## config.mk

```make
export PLATFORM = sky130hd
export DESIGN_NAME = relu_backprop_gate
export DESIGN_NICKNAME = d
export VERILOG_FILES = /design/src/rtl/relu_bp_pkg.sv /design/src/rtl/relu_mask_buffer.sv /design/src/rtl/relu_backprop_gate.sv
export SDC_FILE = /design/constraint.sdc
export NUM_CORES = 1
export LEC_CHECK = 0
export CAP_MARGIN = 20
export CORE_MARGIN = 2
export CORE_UTILIZATION = 50
export CTS_CLUSTER_SIZE = 25
export DETAILED_ROUTE_END_ITERATION = 8
export GPL_ROUTABILITY_DRIVEN = 1
export GPL_TIMING_DRIVEN = 0
export HOLD_SLACK_MARGIN = 0.1
export PLACE_DENSITY = 0.69
export SLEW_MARGIN = 20
export SYNTH_ARGS = -nofsm -noshare
export SYNTH_HDL_FRONTEND = slang
export SYNTH_SLANG_ARGS = --single-unit
```

## constraint.sdc

```tcl
create_clock -name clk -period 3.4 [get_ports clk]
set_input_delay 0.68 -clock clk [delete_from_list [all_inputs] [get_ports clk]]
set_output_delay 0.68 -clock clk [all_outputs]
set_load 0.03 [all_outputs]
```

## src/rtl/relu_bp_pkg.sv

```systemverilog
// Shared constants, state type and index helper
// for the layer-2 ReLU backward gate.
package relu_bp_pkg;

  localparam int CHANNELS = 2;
  localparam int HEIGHT   = 10;
  localparam int WIDTH    = 10;
  localparam int N_ELEM   = CHANNELS * HEIGHT * WIDTH;
  localparam int IDX_W    = $clog2(N_ELEM);

  typedef enum logic {
    ST_CAPTURE = 1'b0,
    ST_GATE    = 1'b1
  } state_e;

  function automatic logic [IDX_W-1:0] flat_index(
    input int c,
    input int i,
    input int j
  );
    return IDX_W'(c * HEIGHT * WIDTH + i * WIDTH + j);
  endfunction

endpackage

```

## src/rtl/relu_mask_buffer.sv

```systemverilog
// One pass/block bit per feature-map element:
// single write port, combinational read port.
module relu_mask_buffer #(
  parameter int N  = 200,
  parameter int IW = 8
) (
  input  logic          clk,
  input  logic          rst_n,
  input  logic          we,
  input  logic [IW-1:0] widx,
  input  logic          wbit,
  input  logic [IW-1:0] ridx,
  output logic          rbit
);

  logic [N-1:0] mask_q;
  logic [N-1:0] mask_d;

  // Next mask: overwrite one bit on a write.
  always_comb begin
    mask_d = mask_q;
    if (we) mask_d[widx] = wbit;
  end

  // Mask storage, cleared on reset.
  always_ff @(posedge clk or negedge rst_n) begin
    if (!rst_n) mask_q <= '0;
    else        mask_q <= mask_d;
  end

  assign rbit = mask_q[ridx];

endmodule

```

## src/rtl/relu_backprop_gate.sv

```systemverilog
// ReLU backward gate: capture forward sign mask,
// then pass or zero the upstream gradient.
module relu_backprop_gate
  import relu_bp_pkg::*;
#(
  parameter int BITWIDTH = 32
) (
  input  logic                clk,
  input  logic                rst_n,
  input  logic                flush,
  input  logic                fwd_valid,
  output logic                fwd_ready,
  input  logic [BITWIDTH-1:0] fwd_data,
  input  logic                grad_in_valid,
  output logic                grad_in_ready,
  input  logic [BITWIDTH-1:0] grad_in_data,
  output logic                grad_out_valid,
  input  logic                grad_out_ready,
  output logic [BITWIDTH-1:0] grad_out_data,
  output logic                frame_done,
  output logic                phase
);

  state_e              state_q, state_d;
  logic [IDX_W-1:0]    idx_q, idx_d;
  logic                ov_q, ov_d;
  logic [BITWIDTH-1:0] od_q, od_d;
  logic                fd_q, fd_d;

  logic fwd_acc;
  logic grad_acc;
  logic out_acc;
  logic last_idx;
  logic mask_wbit;
  logic mask_rbit;
  logic unused_fwd;

  assign fwd_ready = (state_q == ST_CAPTURE);
  assign grad_in_ready = (state_q == ST_GATE)
                      && (!ov_q || grad_out_ready);

  // flush wins over any handshake in the same cycle
  assign fwd_acc  = fwd_valid && fwd_ready && !flush;
  assign grad_acc = grad_in_valid && grad_in_ready
                 && !flush;
  assign out_acc  = ov_q && grad_out_ready;
  assign last_idx = (idx_q == IDX_W'(N_ELEM - 1));

  // sign bit clear (incl. zero) means the element passed
  assign mask_wbit  = ~fwd_data[BITWIDTH-1];
  assign unused_fwd = ^fwd_data[BITWIDTH-2:0];

  relu_mask_buffer #(
    .N  (N_ELEM),
    .IW (IDX_W)
  ) u_mask (
    .clk   (clk),
    .rst_n (rst_n),
    .we    (fwd_acc),
    .widx  (idx_q),
    .wbit  (mask_wbit),
    .ridx  (idx_q),
    .rbit  (mask_rbit)
  );

  // Phase FSM, element index and output register.
  always_comb begin
    state_d = state_q;
    idx_d   = idx_q;
    ov_d    = ov_q;
    od_d    = od_q;
    fd_d    = 1'b0;
    if (flush) begin
      state_d = ST_CAPTURE;
      idx_d   = '0;
      ov_d    = 1'b0;
    end else begin
      if (out_acc) ov_d = 1'b0;
      unique case (state_q)
        ST_CAPTURE: begin
          if (fwd_acc) begin
            if (last_idx) begin
              idx_d   = '0;
              state_d = ST_GATE;
            end else begin
              idx_d = idx_q + IDX_W'(1);
            end
          end
        end
        ST_GATE: begin
          if (grad_acc) begin
            od_d = mask_rbit ? grad_in_data
                             : '0;
            ov_d = 1'b1;
            if (last_idx) begin
              idx_d   = '0;
              state_d = ST_CAPTURE;
              fd_d    = 1'b1;
            end else begin
              idx_d = idx_q + IDX_W'(1);
            end
          end
        end
        default: state_d = ST_CAPTURE;
      endcase
    end
  end

  // State registers.
  always_ff @(posedge clk or negedge rst_n) begin
    if (!rst_n) begin
      state_q <= ST_CAPTURE;
      idx_q   <= '0;
      ov_q    <= 1'b0;
      od_q    <= '0;
      fd_q    <= 1'b0;
    end else begin
      state_q <= state_d;
      idx_q   <= idx_d;
      ov_q    <= ov_d;
      od_q    <= od_d;
      fd_q    <= fd_d;
    end
  end

  assign grad_out_valid = ov_q;
  assign grad_out_data  = od_q;
  assign frame_done     = fd_q;
  assign phase          = (state_q == ST_GATE);

endmodule

```

==> results of run 1 <==
==> cells in the final DEF, fill, tap and decap left out, types with 5 or more instances in the layout <==
cell type / synthesis / layout
o21ai_0: 6 / 6
dfrtp_1: 243 / 243
nor2b_1: 8 / 8
clkbuf_16: 0 / 27
buf_6: 5 / 5
o221ai_2: 29 / 29
nor3_1: 12 / 8
nand2b_1: 5 / 5
nor2_1: 28 / 27
nand3_1: 62 / 62
a31oi_1: 203 / 203
buf_2: 15 / 15
inv_1: 38 / 38
mux4_1: 14 / 14
nand2_1: 24 / 24
mux2i_1: 11 / 11
a21oi_1: 207 / 207
a22oi_1: 13 / 13
clkdlybuf4s50_1: 0 / 73
clkbuf_2: 0 / 23
mux4_2: 33 / 33
clkbuf_1: 111 / 97
mux2_2: 35 / 35
==> state kept, by name, indices dropped and copies added, names as in the netlist <==
register / count
grad_out_data: 32
phase: 1
frame_done: 1
idx_q: 8
grad_out_valid: 1
u_mask.mask_q: 200
==> layer usage <==
metal / vias to the layer above / wire, um / global-route usage [%]
met4: 0 / 2210 / 15.1
met3: 162 / 4970 / 7.68
met2: 761 / 17900 / 46.4
met1: 5373 / 16300 / 45.0
li1: 4649 / - / -
met5: - / 0 / 0
==> cells by family (layout without fill, tap and decap cells) <==
kind of cell | Yosys count | in the layout
adders and majority gates | 4 | 4
muxes | 93 | 93
DFF | 243 | 243
AOI/OAI and AO/OA | 481 | 481
buffers and inverters | 176 | 298
xor gates and xnor gates | 2 | 2
and+or+nand+nor | 154 | 154
==> critical path: cells and delay by family (launching register included) <==
kind            cells  cell delay [ns]
compound gates      2             0.30
buf+inv             4             1.81
flops               1             0.35
simple gates        2             0.93
==> metrics by stage <==
| step | util (%) | total power [uW] | setup TNS, ns |
|---|---|---|---|
| 2_1_floorplan | - | 3550 | 0 |
| 3_3_place_gp | 55.6 | 3860 | -2188.52 |
| 3_5_place_dp | 55.9 | 3880 | -31.65 |
| 4_1_cts | 59.5 | 6710 | -0.0873 |
| 5_1_grt | 59.6 | 6900 | -6.65 |
| 6_report | 59.6 | 6720 | -2.99 |
==> final timing paths <==
path	slack, ns	to	startpoint
worst max-delay path	-0.11	u_mask.mask_q[102]	idx_q[2]
worst min-delay path	0.12	u_mask.mask_q[196]	rst_n
worst max register to register	-0.11	u_mask.mask_q[102]	idx_q[2]
worst min register to register	0.54	u_mask.mask_q[139]	u_mask.mask_q[139]
max in group asynchronous	2.03	u_mask.mask_q[122]	rst_n
min in group clk	0.54	u_mask.mask_q[139]	u_mask.mask_q[139]
==> report_power, final <==
group	switching, uW	internal [uW]
sequential	39.4	2960
combinational	534	307
clock	1190	1690
total	1760	4960
==> layout make-up <==
type                            instances  share of cell area [%]
Timing Repair Buffer                   76                    5.54
Inverter                               38                   0.987
Sequential cell                       243                    42.1
Multi-Input combinational cell        734                    38.3
Clock buffer                           40                    5.29
Tap cell                              324                    2.81
Buffer                                138                    4.39
Clock inverter                          6                   0.580
==> timing repair <==
| item | CTS | global route |
|---|---|---|
| endpoints found under the hold margin | 0 | 0 |
| cloned | 0 | 0 |
| setup endpoints to repair | 84 | 132 |
| hold buffers | 0 | 0 |
| resized for setup | 15 | 22 |
==> results_dict.tcl, run 1 <==
set metrics [dict create \
    min_path_type "input pin to asynchronous set/reset pin" \
    finalHoldViolCount 0 \
    cts_made_buffers 27 \
    cts_max_path_buffers 3 \
    syn_area_per_cell_um2 10.7 \
    synth-compound-area-share_pct 24.8 \
    cts.reportedPaths.clkPinSlew_ns 0.06 \
    finalHoldWorstSlack_ns 0.122 \
    drt-pass1-iter-count 7 \
    dp_hpwl_um 27000 \
    fin_cells 1599 \
    final_nets 1332 \
    ant_nets 0 \
    placed_cells 1553 \
    leakage_uw 0.00600 \
    final-seq-area_um2 6080 \
    worst_slack_ns -0.110 \
    grt_pass1_vias 10500 \
    critPathKind "flop to flop" \
    die_y_um 161 \
    cp_slowest_cell "nor2_1" \
    setup_viol 64 \
    synth_fa_ha_area_share_pct 0.406 \
    io_pins 107 \
    viasPerCell 6.84 \
    antenna_cells 0 \
    grt_max_degree 99 \
    ys_seq_elements 243 \
    path_cells "buf_2 > buf_2 > buf_1 > nand2_1 > nor2_1 > clkbuf_2 > a21oi_1 > a31oi_1" \
    synthArstFlopShare_pct 100 \
    synth_edf_count 0 \
    slew_headroom_pct 33.2 \
    violations "setup timing" \
    overflow 0 \
    synth_mux_area_share_pct 13.1 \
    n_fill_cell 2052 \
    synth_flop_cell "dfrtp_1" \
    worst_setup_path_start_kind "flop" \
    postPlaceCellArea_um2 13600 \
    synth-xor-area-share_pct 0.142 \
    yosysSeqAreaShare_pct 49.3 \
    cts_root_buf "clkbuf_16" \
    post_synth_num_cell_types 52 \
    core_area_um2 24200 \
    fp.dieArea_um2 25900 \
    post_drt_wl_per_cell_um 25.9 \
    dieWidth_um 161 \
    htree_levels 1 \
    synth.largest_area_cell "dfrtp_1" \
    powerDensity_nw_per_um2 465 \
    start_util_pct 50.9 \
    cts_tree "done" \
    drive_gt1_share_pct 15.4 \
    routed_wirelength_um 41300 \
    slew_viol_final 0 \
    ir_drop_mv 0.421 \
    drc 0 \
    rsz0062_at_grt "true" \
    vias 10900 \
    crit_fanout 10 \
    synthToLayoutAreaGrowth_pct 17.1 \
    synth_fp_nets 1227 \
    worst_path_largest_cell_delay_ns 0.70 \
    reg2regPathDepth 8 \
    clkLatencyLatePin_ns 0.56 \
    synth.area.top_cells "dfrtp_1, a31oi_1, a21oi_1" \
    skew_ns 0.0253 \
    synth_top_family_by_area "compound AO/OA/AOI/OAI gates" \
    synth_top_area_share_pct 49.3 \
    ys_warn_count 0 \
    cp.arrival_ns 3.97 \
    end_kind "flop" \
    synth-simple-area-share_pct 6.17 \
    cts_setup_buffers 0 \
    port_buffers 74 \
    multi_input_area_um2 5540 \
    cap_violations 0 \
    first_iter_violations 1644 \
    clkSinkCount 243 \
    syn_inst 1153 \
    period_needed_ns 3.51 \
    synth_area_um2 12300 \
    status "complete, but fails checks" \
    fp-row-count 57 \
    final_cell_area_um2 14400 \
    synth_most_common_cell "dfrtp_1" \
    yosys-top-cells-count "dfrtp_1, a21oi_1, a31oi_1, clkbuf_1, nand3_1" \
    clock.fmax_mhz 285 \
    path_common_cell "buf_2" \
    track_usage_pct 31.8 \
    place_congestion 0.952 \
    antenna_found_initial 0 \
    grt_pass1_wl_um 63200 \
    required_ns 3.86 \
    fin_crit_sh_pct 103 \
    tightest_slew_ns 1.00 \
    dp_slack_ns -0.566 \
]
Power figures use the tool's default switching activity.
==> run 2, diff against run 1 <==
--- a/config.mk
+++ b/config.mk
@@ -14,7 +14,7 @@
 export GPL_TIMING_DRIVEN = 0
 export HOLD_SLACK_MARGIN = 0.1
 export PLACE_DENSITY = 0.69
-export SLEW_MARGIN = 20
+export SLEW_MARGIN = 40
 export SYNTH_ARGS = -nofsm -noshare
 export SYNTH_HDL_FRONTEND = slang
 export SYNTH_SLANG_ARGS = --single-unit
==> run 2 against run 1 <==
Effect of this change:
- the flow still finishes with violations (setup timing)
- first-iteration DRC count shrank 6.0%
- hold slack gained 0.42 ns
- setup slack better by 0.098 ns
- clock power is 8.7% higher
- clock-buffer cell count is 1 higher
- via count grew 0.59%
- combinational power grew 2%
- register-to-register slack improved by 0.098 ns
- clock skew down 0.0064 ns
- fmax up 2.9%
- wire length up 0.82%
- sequential power about the same
- critical endpoint is now u_mask.mask_q[158]
- largest power group is now clock
==> results_dict.tcl, run 2 (synthesized netlist as in run 1, its figures left out) <==
set metrics [dict create \
    worst_setup_path_start_kind "flop" \
    slew_headroom_pct 37.7 \
    cts_root_buf "clkbuf_16" \
    crit_fanout 10 \
    crit_family "buffers and inverters" \
    p_sw_uw 1810 \
    ant_nets 0 \
    largest_register_ffs 200 \
    viasPerCell 6.85 \
    skew_ns 0.0188 \
    dp_hpwl_um 27500 \
    clock.fmax_mhz 293 \
    start_util_pct 50.9 \
    vias 11000 \
    cap_violations 0 \
    core_area_um2 24200 \
    end_kind "flop" \
    reg2reg_slack_ns -0.01 \
    final_cell_area_um2 14700 \
    combPwrFrac_pct 12.2 \
    post_drt_wl_per_cell_um 25.9 \
    n_fill_cell 1973 \
    gr-usage-met3_pct 7.99 \
    cp_slowest_cell "clkbuf_1" \
    period_needed_ns 3.41 \
    leakage_uw 0.00611 \
    fin_util_pct 60.4 \
    fp-row-count 57 \
    port_buffers 74 \
    fp.dieArea_um2 25900 \
    powerDensity_nw_per_um2 477 \
    p_sw_share_pct 25.9 \
    first_iter_violations 1546 \
    intPower_uw 5180 \
    drive_gt1_share_pct 16.8 \
    path_common_cell "clkbuf_1" \
    status "complete, but fails checks" \
    dieWidth_um 161 \
    grt_pass1_wl_um 63200 \
    grt_max_degree 57 \
    routed_wirelength_um 41700 \
    ir_drop_mv 0.351 \
    tightest_slew_ns 0.935 \
    finalHoldWorstSlack_ns 0.545 \
    final_nets 1336 \
    cts_max_path_buffers 3 \
    htree_levels 1 \
    place_congestion 0.952 \
    cts.reportedPaths.clkPinSlew_ns 0.06 \
    pwr-share-clk_pct 44.8 \
    synthToLayoutAreaGrowth_pct 18.8 \
    clkLatencyLatePin_ns 0.55 \
    cp.arrival_ns 3.80 \
    die_y_um 161 \
    drc 0 \
    antenna_cells 0 \
    io_pins 107 \
    final_common_cell "dfrtp_1" \
    overflow 0 \
    worst_slack_ns -0.0123 \
    finalHoldViolCount 0 \
    use_met1_pct 44.7 \
    cts_setup_buffers 0 \
    violations "setup timing" \
    slew_viol_final 0 \
    drt-pass1-iter-count 5 \
    grt-busiest-layer "met2" \
    pwr-share-seq_pct 42.9 \
    rsz0062_at_grt "false" \
    path_cells "clkbuf_1 > clkbuf_1 > nand2_1 > nor2_1 > clkbuf_1 > a31oi_1" \
    postPlaceCellArea_um2 13600 \
    antenna_found_initial 0 \
    required_ns 3.78 \
    met2_usage_pct 47.2 \
    critPathKind "flop to flop" \
    setup_viol 6 \
    grt_pass1_vias 10600 \
    cts_tree "done" \
    worst_path_largest_cell_delay_ns 0.75 \
    track_usage_pct 31.8 \
    clkSinkCount 243 \
    cp_num_buf_inv 3 \
    regMostFlops "u_mask.mask_q" \
    fin_crit_sh_pct 100 \
    min_path_type "flop to flop" \
    final_cell_mix "dfrtp_1, a21oi_1, a31oi_1, clkbuf_1, clkdlybuf4s50_1" \
    cts_made_buffers 27 \
]
## run 2: changes by cell type in the layout (fill, tap and decap cells not counted), moves of 2 or more
cell | before | now
nor2_2 | 1 | 3
clkbuf_1 | 97 | 90
nor2_1 | 27 | 24
buf_16 | 2 | 4
clkbuf_8 | 4 | 10
clkbuf_2 | 23 | 26
## run 2: timing repair
item | CTS | global route
hold buffers | 1 | 0
endpoints found under the hold margin | 35 | 0
endpoints found under the setup margin | 46 | 139
gates cloned | 0 | 0
resized for setup | 5 | 25
## run 2: worst paths after layout
kind | from | to | cells past startpoint
max in group asynchronous | rst_n | u_mask.mask_q[105] | 5
worst max-delay path | idx_q[3] | u_mask.mask_q[158] | 6
worst min-delay path | u_mask.mask_q[2] | u_mask.mask_q[2] | 2
min in group asynchronous | rst_n | u_mask.mask_q[197] | 2
worst max register to register | idx_q[3] | u_mask.mask_q[158] | 6
worst min register to register | u_mask.mask_q[2] | u_mask.mask_q[2] | 2
## run 2: cell type report
type | instances | area (um^2) | share of cell area (%)
Sequential cell | 243 | 6080 | 41.5
Clock buffer | 41 | 828 | 5.65
Buffer | 138 | 638 | 4.35
Timing Repair Buffer | 80 | 877 | 5.98
Multi-Input combinational cell | 734 | 5560 | 37.9
Inverter | 38 | 143 | 0.973
Clock inverter | 9 | 130 | 0.888
Tap cell | 324 | 405 | 2.77
## run 2: metal layers
metal  share of wire [%]  vias up
met4                 4.7        0
met1                  39     5407
li1                    -     4654
met3                  12      140
met5                   0        -
met2                  44      809
## run 2: metrics by stage
step	setup slack, ns	std cells	power, uW	TNS (ns)
floorplan	0.706	1153	3550	0
global placement	-8.83	1551	3860	-2188.52
detailed placement	-0.344	1556	3890	-21.02
CTS	-0.0615	1607	6980	-0.426
global route	0.00975	1607	7180	0
finish	-0.0123	1607	6990	-0.0395
## run 2: worst min-delay path, cell delays in order, from the launching register on
cell,delay [ns]
dfrtp_1,0.33
a21oi_1,0.05
a31oi_1,0.12
## run 2: power by group through the flow
stage          Sequential (uW)  Clock (uW)  Combinational (uW)
3_3_place_gp              3050           0                 810
2_1_floorplan             3080           0                 476
5_1_grt                   3010        3260                 908
3_5_place_dp              3050           0                 840
4_1_cts                   3000        3140                 844
6_report                  3000        3130                 856
==> run 3, diff against run 2 <==
--- a/config.mk
+++ b/config.mk
@@ -13,7 +13,7 @@
 export GPL_ROUTABILITY_DRIVEN = 1
 export GPL_TIMING_DRIVEN = 0
 export HOLD_SLACK_MARGIN = 0.1
-export PLACE_DENSITY = 0.69
+export PLACE_DENSITY = 0.8
 export SLEW_MARGIN = 40
 export SYNTH_ARGS = -nofsm -noshare
 export SYNTH_HDL_FRONTEND = slang
==> run 3 against run 2 <==
Effect of this change:
- the run now ends clean
- non-clock buffer count decreased by 2
- setup slack improved by 0.012 ns
- via count increased by 1.9%
- register-to-register slack about the same
- utilization decreased by 0.24 points
- final cell count decreased by 0.25%
- combinational power decreased by 1%
- fmax increased by 0.36%
- critical path type unchanged
- critical endpoint is now u_mask.mask_q[61]
- highest routed layer unchanged
==> results_dict.tcl, run 3 (synthesized netlist as in run 1, its figures left out) <==
set metrics [dict create \
    cap_violations 0 \
    grt_pass1_wl_um 63200 \
    ant_nets 0 \
    io_pins 107 \
    largest_register_ffs 200 \
    min_path_type "flop to flop" \
    cts_setup_buffers 0 \
    reg2regPathDepth 6 \
    clkSinkCount 243 \
    hold_depth 2 \
    final_common_cell "dfrtp_1" \
    multi_input_area_um2 5540 \
    fp-row-count 57 \
    min_from "u_mask.mask_q[153]" \
    core_area_um2 24200 \
    r2r_start "idx_q[3]" \
    htree_levels 1 \
    ir_drop_mv 0.340 \
    port_buffers 74 \
    grt_max_degree 76 \
    powerDensity_nw_per_um2 480 \
    met2_usage_pct 48.6 \
    viasPerCell 7.00 \
    drt-pass1-iter-count 7 \
    rsz0062_at_grt "false" \
    critPathKind "flop to flop" \
    skew_ns 0.0121 \
    p_total_uw 7000 \
    postPlaceCellArea_um2 13600 \
    finalHoldViolCount 0 \
    min_to "u_mask.mask_q[153]" \
    drc 0 \
    status "complete, no violations" \
    antenna_cells 0 \
    setup_viol 0 \
    fin_crit_sh_pct 100 \
    use_met1_pct 40.9 \
    crit_fanout 10 \
    final_cell_mix "dfrtp_1, a21oi_1, a31oi_1, clkbuf_1, clkdlybuf4s50_1" \
    finalHoldWorstSlack_ns 0.543 \
    cp.arrival_ns 3.77 \
    slew_viol_final 0 \
    leakage_uw 0.00609 \
    required_ns 3.77 \
    period_needed_ns 3.40 \
    fin_tns_setup_ns 0 \
    first_iter_violations 1793 \
    worstReg2RegEnd "u_mask.mask_q[61]" \
    routed_wirelength_um 41300 \
    reg2reg_slack_ns 0.00009 \
    track_usage_pct 31.6 \
    slew_headroom_pct 37.4 \
    final-seq-area_um2 6080 \
    dp_hpwl_um 26800 \
    die_y_um 161 \
    vias 11200 \
    final_nets 1333 \
    start_util_pct 50.9 \
    cts.reportedPaths.clkPinSlew_ns 0.06 \
    cts_max_path_buffers 3 \
    grt-busiest-layer "met2" \
    regMostFlops "u_mask.mask_q" \
    synthToLayoutAreaGrowth_pct 18.3 \
    grt_pass1_vias 10900 \
    gr-usage-met3_pct 9.96 \
    drive_gt1_share_pct 16.3 \
    overflow 0 \
    n_fill_cell 1953 \
    end_kind "flop" \
    antenna_found_initial 0 \
    clkLatencyLatePin_ns 0.54 \
    cts_made_buffers 26 \
    post_drt_wl_per_cell_um 25.8 \
    clock.fmax_mhz 294 \
    dieWidth_um 161 \
    worst_setup_path_start_kind "flop" \
    cts_root_buf "clkbuf_16" \
    tightest_slew_ns 0.939 \
    place_congestion 0.968 \
    cts_tree "done" \
    final_cell_area_um2 14600 \
    fp.dieArea_um2 25900 \
]
==> run 3: power breakdown <==
part	total [uW]	internal [uW]	switching (uW)
Sequential	3000	2960	40.9
Combinational	846	312	534
Clock	3160	1960	1200
Total	7000	5230	1780
==> run 3: per-layer routing <==
metal,vias to the layer above,part of all wire [%]
li1,4641,-
met1,5398,36
met2,957,44
met3,220,14
met4,0,6.4
met5,-,0
==> run 3: layout make-up <==
cell class                 count  area share, %
buffer                       138           4.37
clock buffer                  37           5.30
clock inverter                11           1.25
inverter                      38          0.977
multi-input combinational    734           37.9
sequential                   243           41.6
tap                          324           2.78
timing repair buffer          78           5.74
==> run 3: worst max-delay path by stage <==
stage	start	to	slack, ns	cells past startpoint
global route	idx_q[0]	grad_out_data[13]	0.002	9
CTS	idx_q[2]	u_mask.mask_q[133]	0.01	8
detailed placement	fwd_valid	u_mask.mask_q[133]	-0.19	7
finish	idx_q[3]	u_mask.mask_q[61]	0.00009	6
floorplan	grad_out_ready	grad_out_data[11]	0.71	6
global placement	rst_n	u_mask.mask_q[108]	-8.56	1
==> run 3: repair_timing <==
action / in CTS / in global routing
resized for setup: 9 / 18
setup endpoints to repair: 49 / 76
endpoints found under the hold margin: 56 / 0
hold buffers: 1 / 0
==> run 3: critical path: stages, from the launching register on <==
cell      delay, ns
dfrtp_1        0.37
clkbuf_1       0.55
clkbuf_1       0.58
nand2_1        0.29
nor2_1         0.51
clkbuf_1       0.72
a31oi_1        0.21
==> run 3: through the flow <==
stage / setup slack [ns] / util, % / std cells
floorplan: 0.706 / - / 1153
global placement: -8.56 / 55.6 / 1551
detailed placement: -0.192 / 56.1 / 1554
CTS: 0.0104 / 60.1 / 1603
global route: 0.00215 / 60.2 / 1603
finish: 0.0000866 / 60.2 / 1603
